--- src/rtl/alu_op_sequencer.sv ---
// Command front end for a combinational 8-bit ALU: buffers tagged operations in a FIFO,
// issues them one at a time and returns each registered 16-bit result with its tag.
module alu_op_sequencer #(
   parameter int DEPTH = 4,
   parameter int TAG_W = 4
) (
   input  logic             clk,
   input  logic             rst_n,
   input  logic             cmd_valid,
   output logic             cmd_ready,
   input  logic [7:0]       cmd_x,
   input  logic [7:0]       cmd_y,
   input  logic [1:0]       cmd_m,
   input  logic [1:0]       cmd_s,
   input  logic             cmd_chain,
   input  logic [TAG_W-1:0] cmd_tag,
   output logic [7:0]       alu_x,
   output logic [7:0]       alu_y,
   output logic [1:0]       alu_m,
   output logic [1:0]       alu_s,
   input  logic [15:0]      alu_z,
   output logic             rsp_valid,
   input  logic             rsp_ready,
   output logic [15:0]      rsp_z,
   output logic [TAG_W-1:0] rsp_tag,
   output logic             busy,
   output logic [15:0]      op_count
);

   localparam int              AW       = $clog2(DEPTH);
   localparam logic [AW:0]     FULL_CNT = (AW+1)'(DEPTH);

   typedef struct packed {
      logic [7:0]       x;
      logic [7:0]       y;
      logic [1:0]       m;
      logic [1:0]       s;
      logic             chain;
      logic [TAG_W-1:0] tag;
   } cmd_t;

   typedef enum logic [1:0] {
      S_IDLE  = 2'd0,
      S_ISSUE = 2'd1,
      S_RESP  = 2'd2
   } state_t;

   // Command FIFO
   cmd_t          fifo_mem [DEPTH];
   cmd_t          cmd_in;
   cmd_t          head;
   logic [AW-1:0] wr_ptr_q;
   logic [AW-1:0] rd_ptr_q;
   logic [AW:0]   count_q;
   logic          fifo_empty;
   logic          fifo_full;
   logic          push;
   logic          pop;

   // Sequencer state
   state_t           state_q;
   logic [7:0]       op_x_q;
   logic [7:0]       op_y_q;
   logic [1:0]       op_m_q;
   logic [1:0]       op_s_q;
   logic [TAG_W-1:0] op_tag_q;
   logic [7:0]       op_x_d;
   logic [7:0]       last_low_q;
   logic             rsp_valid_q;
   logic [15:0]      rsp_z_q;
   logic [TAG_W-1:0] rsp_tag_q;
   logic [15:0]      op_count_q;

   assign cmd_in = '{x: cmd_x, y: cmd_y, m: cmd_m, s: cmd_s, chain: cmd_chain, tag: cmd_tag};

   assign fifo_empty = (count_q == '0);
   assign fifo_full  = (count_q == FULL_CNT);
   assign push       = cmd_valid && !fifo_full;
   // The FIFO is popped exactly when the sequencer is free to load a new operation.
   assign pop        = !fifo_empty && ((state_q == S_IDLE) || ((state_q == S_RESP) && rsp_ready));
   assign head       = fifo_mem[rd_ptr_q];

   // Only the low byte of the last result is ever fed back as a chained operand.
   assign op_x_d = head.chain ? last_low_q : head.x;

   // NOTE: the storage array is deliberately not reset; entries are only read behind
   // count_q, so clearing the pointers and count is enough to flush the FIFO.
   always_ff @(posedge clk) begin
      if (push) begin
         fifo_mem[wr_ptr_q] <= cmd_in;
      end
   end

   // NOTE: sequential state always uses non-blocking assignments so every register
   // samples pre-edge values, independent of statement order within the block.
   always_ff @(posedge clk or negedge rst_n) begin
      if (!rst_n) begin
         wr_ptr_q <= '0;
         rd_ptr_q <= '0;
         count_q  <= '0;
      end else begin
         if (push) begin
            wr_ptr_q <= wr_ptr_q + 1'b1;
         end
         if (pop) begin
            rd_ptr_q <= rd_ptr_q + 1'b1;
         end
         case ({push, pop})
            2'b10:   count_q <= count_q + 1'b1;
            2'b01:   count_q <= count_q - 1'b1;
            default: count_q <= count_q;
         endcase
      end
   end

   always_ff @(posedge clk or negedge rst_n) begin
      if (!rst_n) begin
         state_q     <= S_IDLE;
         op_x_q      <= '0;
         op_y_q      <= '0;
         op_m_q      <= '0;
         op_s_q      <= '0;
         op_tag_q    <= '0;
         last_low_q  <= '0;
         rsp_valid_q <= 1'b0;
         rsp_z_q     <= '0;
         rsp_tag_q   <= '0;
         op_count_q  <= '0;
      end else begin
         case (state_q)
            S_IDLE: begin
               if (pop) begin
                  op_x_q   <= op_x_d;
                  op_y_q   <= head.y;
                  op_m_q   <= head.m;
                  op_s_q   <= head.s;
                  op_tag_q <= head.tag;
                  state_q  <= S_ISSUE;
               end
            end
            S_ISSUE: begin
               rsp_z_q     <= alu_z;
               last_low_q  <= alu_z[7:0];
               rsp_tag_q   <= op_tag_q;
               rsp_valid_q <= 1'b1;
               state_q     <= S_RESP;
            end
            S_RESP: begin
               if (rsp_ready) begin
                  rsp_valid_q <= 1'b0;
                  op_count_q  <= op_count_q + 16'd1;
                  if (pop) begin
                     op_x_q   <= op_x_d;
                     op_y_q   <= head.y;
                     op_m_q   <= head.m;
                     op_s_q   <= head.s;
                     op_tag_q <= head.tag;
                     state_q  <= S_ISSUE;
                  end else begin
                     state_q <= S_IDLE;
                  end
               end
            end
            default: begin
               rsp_valid_q <= 1'b0;
               state_q     <= S_IDLE;
            end
         endcase
      end
   end

   assign cmd_ready = !fifo_full;
   assign alu_x     = op_x_q;
   assign alu_y     = op_y_q;
   assign alu_m     = op_m_q;
   assign alu_s     = op_s_q;
   assign rsp_valid = rsp_valid_q;
   assign rsp_z     = rsp_z_q;
   assign rsp_tag   = rsp_tag_q;
   assign op_count  = op_count_q;
   assign busy      = (state_q != S_IDLE) || !fifo_empty;

endmodule

--- config.mk ---
export PLATFORM = sky130hd
export DESIGN_NAME = alu_op_sequencer
export DESIGN_NICKNAME = d
export VERILOG_FILES = /design/src/rtl/alu_op_sequencer.sv
export SDC_FILE = /design/constraint.sdc
export NUM_CORES = 1
export LEC_CHECK = 0
export CAP_MARGIN = 10
export CELL_PAD_IN_SITES_DETAIL_PLACEMENT = 2
export CELL_PAD_IN_SITES_GLOBAL_PLACEMENT = 2
export CORE_AREA = 10 10 145 147
export CTS_BUF_LIST = sky130_fd_sc_hd__clkbuf_8
export CTS_CLUSTER_DIAMETER = 80
export DETAILED_ROUTE_END_ITERATION = 6
export DIE_AREA = 0 0 155 157
export PLACE_DENSITY_LB_ADDON = 0.1
export SLEW_MARGIN = 30
export SYNTH_ARGS = -nofsm -noshare
export SYNTH_HDL_FRONTEND = slang
export SYNTH_SLANG_ARGS = --single-unit
--- constraint.sdc ---
create_clock -name clk -period 2.17 [get_ports clk]
set_clock_uncertainty 0.2 [all_clocks]
set_input_delay 0.434 -clock clk [delete_from_list [all_inputs] [get_ports clk]]
set_output_delay 0.434 -clock clk [all_outputs]
set_load 0.01 [all_outputs]
==> impl_metrics.yaml <==
outcome:
  outcome: "complete, no violations"
timing:
  holdWs_ns: 0.243
  drv_slew: 0
  hold_violations: 0
  layout_setup_ws_ns: 0.0407
  rsz0062_at_grt: "true"
  slew_headroom_pct: 69.3
  max_freq_mhz: 470
  post-route-min-period_ns: 2.13
  setup_viol: 0
  post-route-period-util_pct: 98.1
  worst_pin_slew_ns: 0.460
power:
  ir_drop_v: 0.000465
  power_density_nw_per_um2: 1340
  finalPower_uw: 11500
  cellLeakagePower_uw: 0.00321
placement:
  globalplace.congestion: 0.707
  io_buffers: 103
  dp_hpwl_mm: 10.5
  dp_slack_ns: -0.448
clock_network:
  clk_latency_ns: 0.46
  cts_buffer_depth: 2
  cts.sinks: 170
  cts_tree: "done"
  cts.reportedPaths.clkPinSlew_ns: 0.09
  cts_root_buf: "clkbuf_8"
  h-tree-depth: 4
  cts-buffers-inserted: 17
setup_path:
  critical_path_class: "in2reg"
  arrival_ns: 2.30
  r2r_slack_ns: 0.05
  r2r-end: "count_q[2]"
  worst_ep_required_time_ns: 2.34
  cp-end-kind: "flop"
  r2r_start: "count_q[1]"
  start_kind: "input pin"
  cp_max_fo: 2
  rr_worst_depth: 10
drt:
  detail_route.first_pass.iterations: 4
  wl_per_cell_um: 20.5
  drt_iter0_markers: 133
  routed_via_density: 4.83
  num_vias: 3619
  wirelength_mm: 15.3
  postRouteAntennaNets: 0
  drc: 0
layout:
  drive_gt1_share_pct: 29.5
  syn_to_final_growth_pct: 31.0
  antenna_cells: 0
  layout.nets: 554
  final_core_util_pct: 47.1
  fillCellCount: 1688
floorplan:
  die_area_um2: 24300
  start_util_pct: 35.9
  ios: 104
  placementRows: 50
  die_w_um: 155
  core_um2: 18300
  die_h_um: 157
global_route:
  grt_start_max_net_pins: 38
  grt-ovfl-total: 0
  grt_usage_pct: 13.2
  grt_pass1_wl_mm: 24.4
  grt_pass1_vias: 4235
  antenna_found_initial: 0
job:
  maxCapViolCount: 0
yosys:
  seq_area_frac_synth_pct: 72.2
  synth_area_um2: 6590
  ys.flop_type: "edfxtp_1"
  yosys_register_bits: 170
  synth_cells: 353
  synth.avg_cell_area_um2: 18.7
  synthDistinctLibCells: 34
  synth_warnings: 0
  synth_edf_count: 100
  syn-num-nets: 405
  synth-async-reset-ratio_pct: 41.2
worst_hold_path:
  min_path_type: "in2async"
[placed cells by master (no fill, tap or decap), drive strengths merged, types with 5 or more instances in the layout]
master	instances
edfxtp	100
clkdlybuf4s50	100
dfrtp	70
buf	40
mux2	37
mux4	25
clkbuf	20
xnor2	17
nor2	14
nand2	12
inv	11
mux2i	9
a21oi	8
nand3	7
ha	6
and3	5
clkinv	5
[sequential cells by signal (all words and copies together), names as in the netlist, 4 cells and up]
name,flops
op_count,16
last_low_q,7
rsp_tag,4
fifo_mem,100
rsp_z,9
alu_x,8
op_tag_q,4
alu_y,8
[synth_stat cells (2+ instances only)]
library cell	n	area, um^2
mux4_1	6	158
inv_1	6	22.5
xor2_1	4	35.0
mux4_2	19	428
ha_1	6	75.1
dfrtp_1	70	1750
nand3_1	7	35.0
nor2_1	13	48.8
buf_2	7	35.0
nor3_1	2	10.0
nand4_1	4	25.0
edfxtp_1	100	3000
buf_6	4	45.0
mux2_2	37	417
xnor2_1	17	149
and4_1	2	17.5
a21oi_1	8	40.0
mux2i_1	9	90.1
nor2b_1	2	12.5
nand2_1	12	45.0
and3_1	5	31.3
[critical path, stage by stage]
cell and delay (ns):
clkdlybuf4s50_1 0.54, nor2b_4 0.07, nor3_4 0.23, ha_4 0.18, inv_2 0.04, fa_2 0.33
xor2_1 0.16, nor2_1 0.14, xor2_1 0.18
[power by group]
part	switching (uW)	leakage, uW	internal [uW]
sequential	548	0.00175	4440
combinational	1940	0.00128	2560
clock	1130	0.000184	920
total	3620	0.00321	7920
[per-layer routing]
| metal | global-route usage (%) | up-vias | share of wire (%) |
|---|---|---|---|
| li1 | - | 1637 | - |
| met3 | 4.83 | 18 | 5.4 |
| met2 | 22.0 | 87 | 51 |
| met4 | 4.32 | 0 | 1.3 |
| met1 | 15.4 | 1877 | 42 |
| met5 | 0 | - | 0 |
[worst max-delay path by stage]
stage | from | to | slack (ns) | depth (start not counted)
6_report | rsp_ready | count_q[2] | 0.04 | 9
5_1_grt | count_q[1] | count_q[2] | -0.05 | 10
4_1_cts | count_q[2] | count_q[2] | 0.008 | 10
3_5_place_dp | rsp_ready | count_q[2] | -0.45 | 9
3_3_place_gp | rsp_ready | count_q[2] | -0.33 | 9
2_1_floorplan | state_q[1] | count_q[2] | -0.05 | 9
[timing repair]
| item | in CTS | in global routing |
|---|---|---|
| resized for setup | 11 | 12 |
| setup buffers | 5 | 8 |
| hold buffers | 1 | 0 |
| pin swaps | 4 | 0 |
| endpoints found under the hold margin | 21 | 0 |
| endpoints found under the setup margin | 7 | 10 |
[area by class of cell]
| type | instances | area (um^2) | area share [%] |
|---|---|---|---|
| sequential | 170 | 4770 | 55.2 |
| inverter | 6 | 22.5 | 0.261 |
| clock inverter | 14 | 109 | 1.26 |
| multi-input combinational | 164 | 1760 | 20.4 |
| clock buffer | 18 | 248 | 2.87 |
| tap | 234 | 293 | 3.39 |
| timing repair buffer | 143 | 1430 | 16.6 |
[kinds of logic (layout without fill, tap and decap cells)]
family	Yosys count	in the layout	share of synthesized area (%)
flops	170	170	72.2
compound gates	11	11	0.912
simple gates	54	54	4.35
buf+inv	19	181	1.73
fa+ha+maj	7	7	1.44
mux	71	71	16.6
xor+xnor	21	21	2.79
[per-stage QoR]
stage                     instance area, um^2  TNS [ns]  cells
after floorplan                          6620   -0.0470    353
after global placement                   8140     -5.78    703
after detailed placement                 8140     -7.70    703
after CTS                                8560         0    741
after global routing                     8630   -0.0496    749
final                                    8630         0    749
(Power assumes the default switching activity.)
==> edit 1, RTL diff (config.mk and constraints unchanged) <==
Put one more register stage on the output `op_count`. The value now appears one clock later. The other outputs are not delayed to match.
--- a/src/rtl/alu_op_sequencer.sv
+++ b/src/rtl/alu_op_sequencer.sv
@@ -179,3 +179,5 @@
    assign rsp_tag   = rsp_tag_q;
-   assign op_count  = op_count_q;
+   always_ff @(posedge clk) begin
+      op_count <= op_count_q;
+   end
    assign busy      = (state_q != S_IDLE) || !fifo_empty;
Behaviour: not the same (a bounded check fails within 10 cycles, from zero or initial values and one cycle with rst_n low).
==> edit 1 against the unedited design <==
Final cell count unchanged. Non-clock buffer count down 14. Largest power group unchanged. Via count up 0.44%. Utilization up 1.3 points. First-iteration DRC count down 4.5%. Cell area up 2.7%. Setup slack better by 49 ps. Routed wire length up 0.76%. Sequential cell count up 16. Critical path type is now flop to output pin. Global-route usage down 0.14 points. Area after synthesis up 4.8%. Total power up 4.8%.
==> edit 1: results <==
[synthesis]
synth.avg_cell_area_sq_um = 18.81
synth.distinct_cells = 35
synth_fa_ha_area_share_pct = 1.378
synthXorXnorAreaFrac_pct = 2.664
seq_area_frac_synth_pct = 73.52
yosys_warnings = 0
synth-compound-area-share_pct = 0.8700
synth_nets = 419
ys_async_sr_fraction_pct = 37.63
synth.area.top_cells = edfxtp_1, dfrtp_1, mux4_2
synth_mux_area_share_pct = 15.82

[layout]
seq_area_sq_um = 5079
n_sequential_cell = 186
nFillCells = 1677
nMultiInputCombCells = 162
final-clk-cell-share_pct = 4.659
drive_above_1_share_pct = 26.60
nClkBuffers = 18
nNonClkBuffers = 129
instances_no_fill = 749
multi_input_area_share_pct = 19.84
num_antenna_cells = 0
buffer_area_share_pct = 14.64
stdcell_area_sq_um = 8862

[setup_path]
rrSetupSlack_ps = 100
crit_start = alu_x[4]
crit_family = buffers and inverters
arrival_ps = 1450
rr_worst_depth = 9
worstSetupEndpoint = alu_x[4]
r2r_start = count_q[1]
max_stage_delay_ps = 610

[route]
drt_iter0_drc = 127
wirelength_um = 15440
vias = 3635

[hold_path]
worstHoldEndpoint = op_count[15]
hp-start = op_count_q[15]
hp-class = flop to flop

[grt]
grt_first_pass_wirelength_um = 24330
grt_pass1_vias = 4279
gr-usage-all-layers_pct = 13.04
grt_max_degree = 44
grt_antenna_before_repair = 0

[place]
hpwl_um = 10400
post-place-cells = 714
io_buffers = 103
gp_congestion = 0.7543
place_ws_ps = -465.7
placed_cell_area_sq_um = 8412

[pwr]
p_leak_uw = 0.003296
max-vdd-ir-drop_mv = 0.4980

[sta]
fin_crit_sh_pct = 95.86
timing.hold.ws_ps = 216.7
max-slew-margin-rel_pct = 68.62

[status]
outcome = completed

[clocking]
cts_root_buf = clkbuf_8
edit 1: cell types whose count changed in the layout (fill, tap and decap cells not counted), sizes merged, moves of 2 or more:
cell / before / now
clkinv: 5 / 2
dfxtp: 0 / 16
and3: 5 / 7
clkinvlp: 3 / 6
nand2: 12 / 10
buf: 40 / 27
edit 1: routing by layer:
layer  global-route usage [%]  vias up  part of all wire, %
li1                         -     1651                    -
met1                    14.86     1894                   42
met2                    22.80       79                   52
met3                    3.848       11                  4.8
met4                    4.588        0                  1.2
met5                        0        -                    0
edit 1: report_power, final:
group	switching (uW)	internal [uW]	leakage, uW	total [uW]
clock network	1280	1080	0.000189	2370
logic	1950	2460	0.00122	4420
registers	544	4760	0.00189	5300
edit 1: what timing repair did:
item                       4_1_cts  5_1_grt
resized for setup                8       10
pin swaps                        1        1
setup buffers                    2        0
setup endpoints to repair        3        3
hold buffers                     1        0
hold endpoints to repair        27        0
==> edit 2, RTL diff (same settings) <==
Without the edit above. The parameter `TAG_W` goes from 4 to 3.
--- a/src/rtl/alu_op_sequencer.sv
+++ b/src/rtl/alu_op_sequencer.sv
@@ -4,3 +4,3 @@
    parameter int DEPTH = 4,
-   parameter int TAG_W = 4
+   parameter int TAG_W = 3
 ) (
Ports: changed (resized cmd_tag and rsp_tag); port bits go from 104 to 102. The function was not compared with the original's and may differ.
==> edit 2 against the unedited design <==
The run now ends with setup timing left. Critical path depth unchanged. Combinational power decreased by 4%. Routed wire length decreased by 2.0%. Final cell count decreased by 2.5%. Maximum frequency decreased by 4.1%. First-iteration DRC count decreased by 16%. Total power decreased by 0.55%. Sequential cell count decreased by 6. Largest cell class unchanged. Non-clock buffer count decreased by 11. Area after synthesis decreased by 3.0%. Setup slack got worse by 90 ps. Cell area decreased by 3.5%.
==> edit 2: results <==
[status]
outcome = complete, but fails checks
violations = setup timing

[layout]
nNonClkBuffers = 132
final-clk-cell-share_pct = 4.793
nMultiInputCombCells = 160
drive_above_1_share_pct = 27.82
nNonClkInverters = 8
largest_reg_flops = 96
nFillCells = 1706
instances_no_fill = 730
seq_share_pct = 55.20

[sta]
setup_viol = 1
max-slew-margin-rel_pct = 65.42
tns_ps = -49.22
worst_slack_ps = -49.22

[synthesis]
synthXorXnorAreaFrac_pct = 2.878
synth.area.top_cells = edfxtp_1, dfrtp_1, mux4_2
synth-edff-count = 96
ys_async_sr_fraction_pct = 41.46
synth.ff_latch_count = 164
synth_fa_ha_area_share_pct = 1.488
synth_mux_area_share_pct = 16.33
synth.avg_cell_area_sq_um = 18.47
synth.distinct_cells = 35
synth_common_cells = edfxtp_1, dfrtp_1, mux2_2, mux4_2, xnor2_1

[place]
io_buffers = 101
gp_congestion = 0.7193
placed_cell_area_sq_um = 7858
place_ws_ps = -457.5
hpwl_um = 10150

[grt]
grt_pass1_vias = 4120
grt_first_pass_wirelength_um = 23960
grt_util_met1_pct = 15.49
gr-usage-all-layers_pct = 12.88
grt_max_degree = 37

[setup_path]
crit_family = adder cells
max_stage_delay_ps = 430
path_max_fanout = 3
rr_worst_depth = 9
crit_start = count_q[2]

[route]
drt_iter0_drc = 112
wl_met1_um = 6393
via_per_inst = 4.800
wl_met3_um = 777

[pwr]
comb_power_uw = 4330
p_int_uw = 7870
p_leak_uw = 0.003089
clock_power_uw = 2270
-- edit 2: repair_timing --
action	4_1_cts	5_1_grt
hold endpoints to repair	32	0
gates resized for setup	15	9
setup endpoints to repair	6	28
hold buffers	1	0
buffers inserted	6	2
pin swaps	6	5
-- edit 2: worst min-delay path by stage --
stage | to | slack, ps | startpoint
final | rsp_z[15] | 290 | rst_n
after global routing | rsp_valid | 310 | rsp_valid
after CTS | rsp_z[15] | 280 | rst_n
after detailed placement | op_count[15] | 250 | rst_n
after global placement | rsp_z[15] | 240 | rst_n
after floorplan | alu_m[0] | -60 | rst_n
-- edit 2: kinds of logic (layout without fill, tap and decap cells) --
group                      Yosys count  after routing
DFF                                164            164
muxes                               68             68
and+or+nand+nor                     51             51
buffers and inverters               22            172
xor gates and xnor gates            21             21
AOI/OAI and AO/OA                   13             13
adders and majority gates            7              7
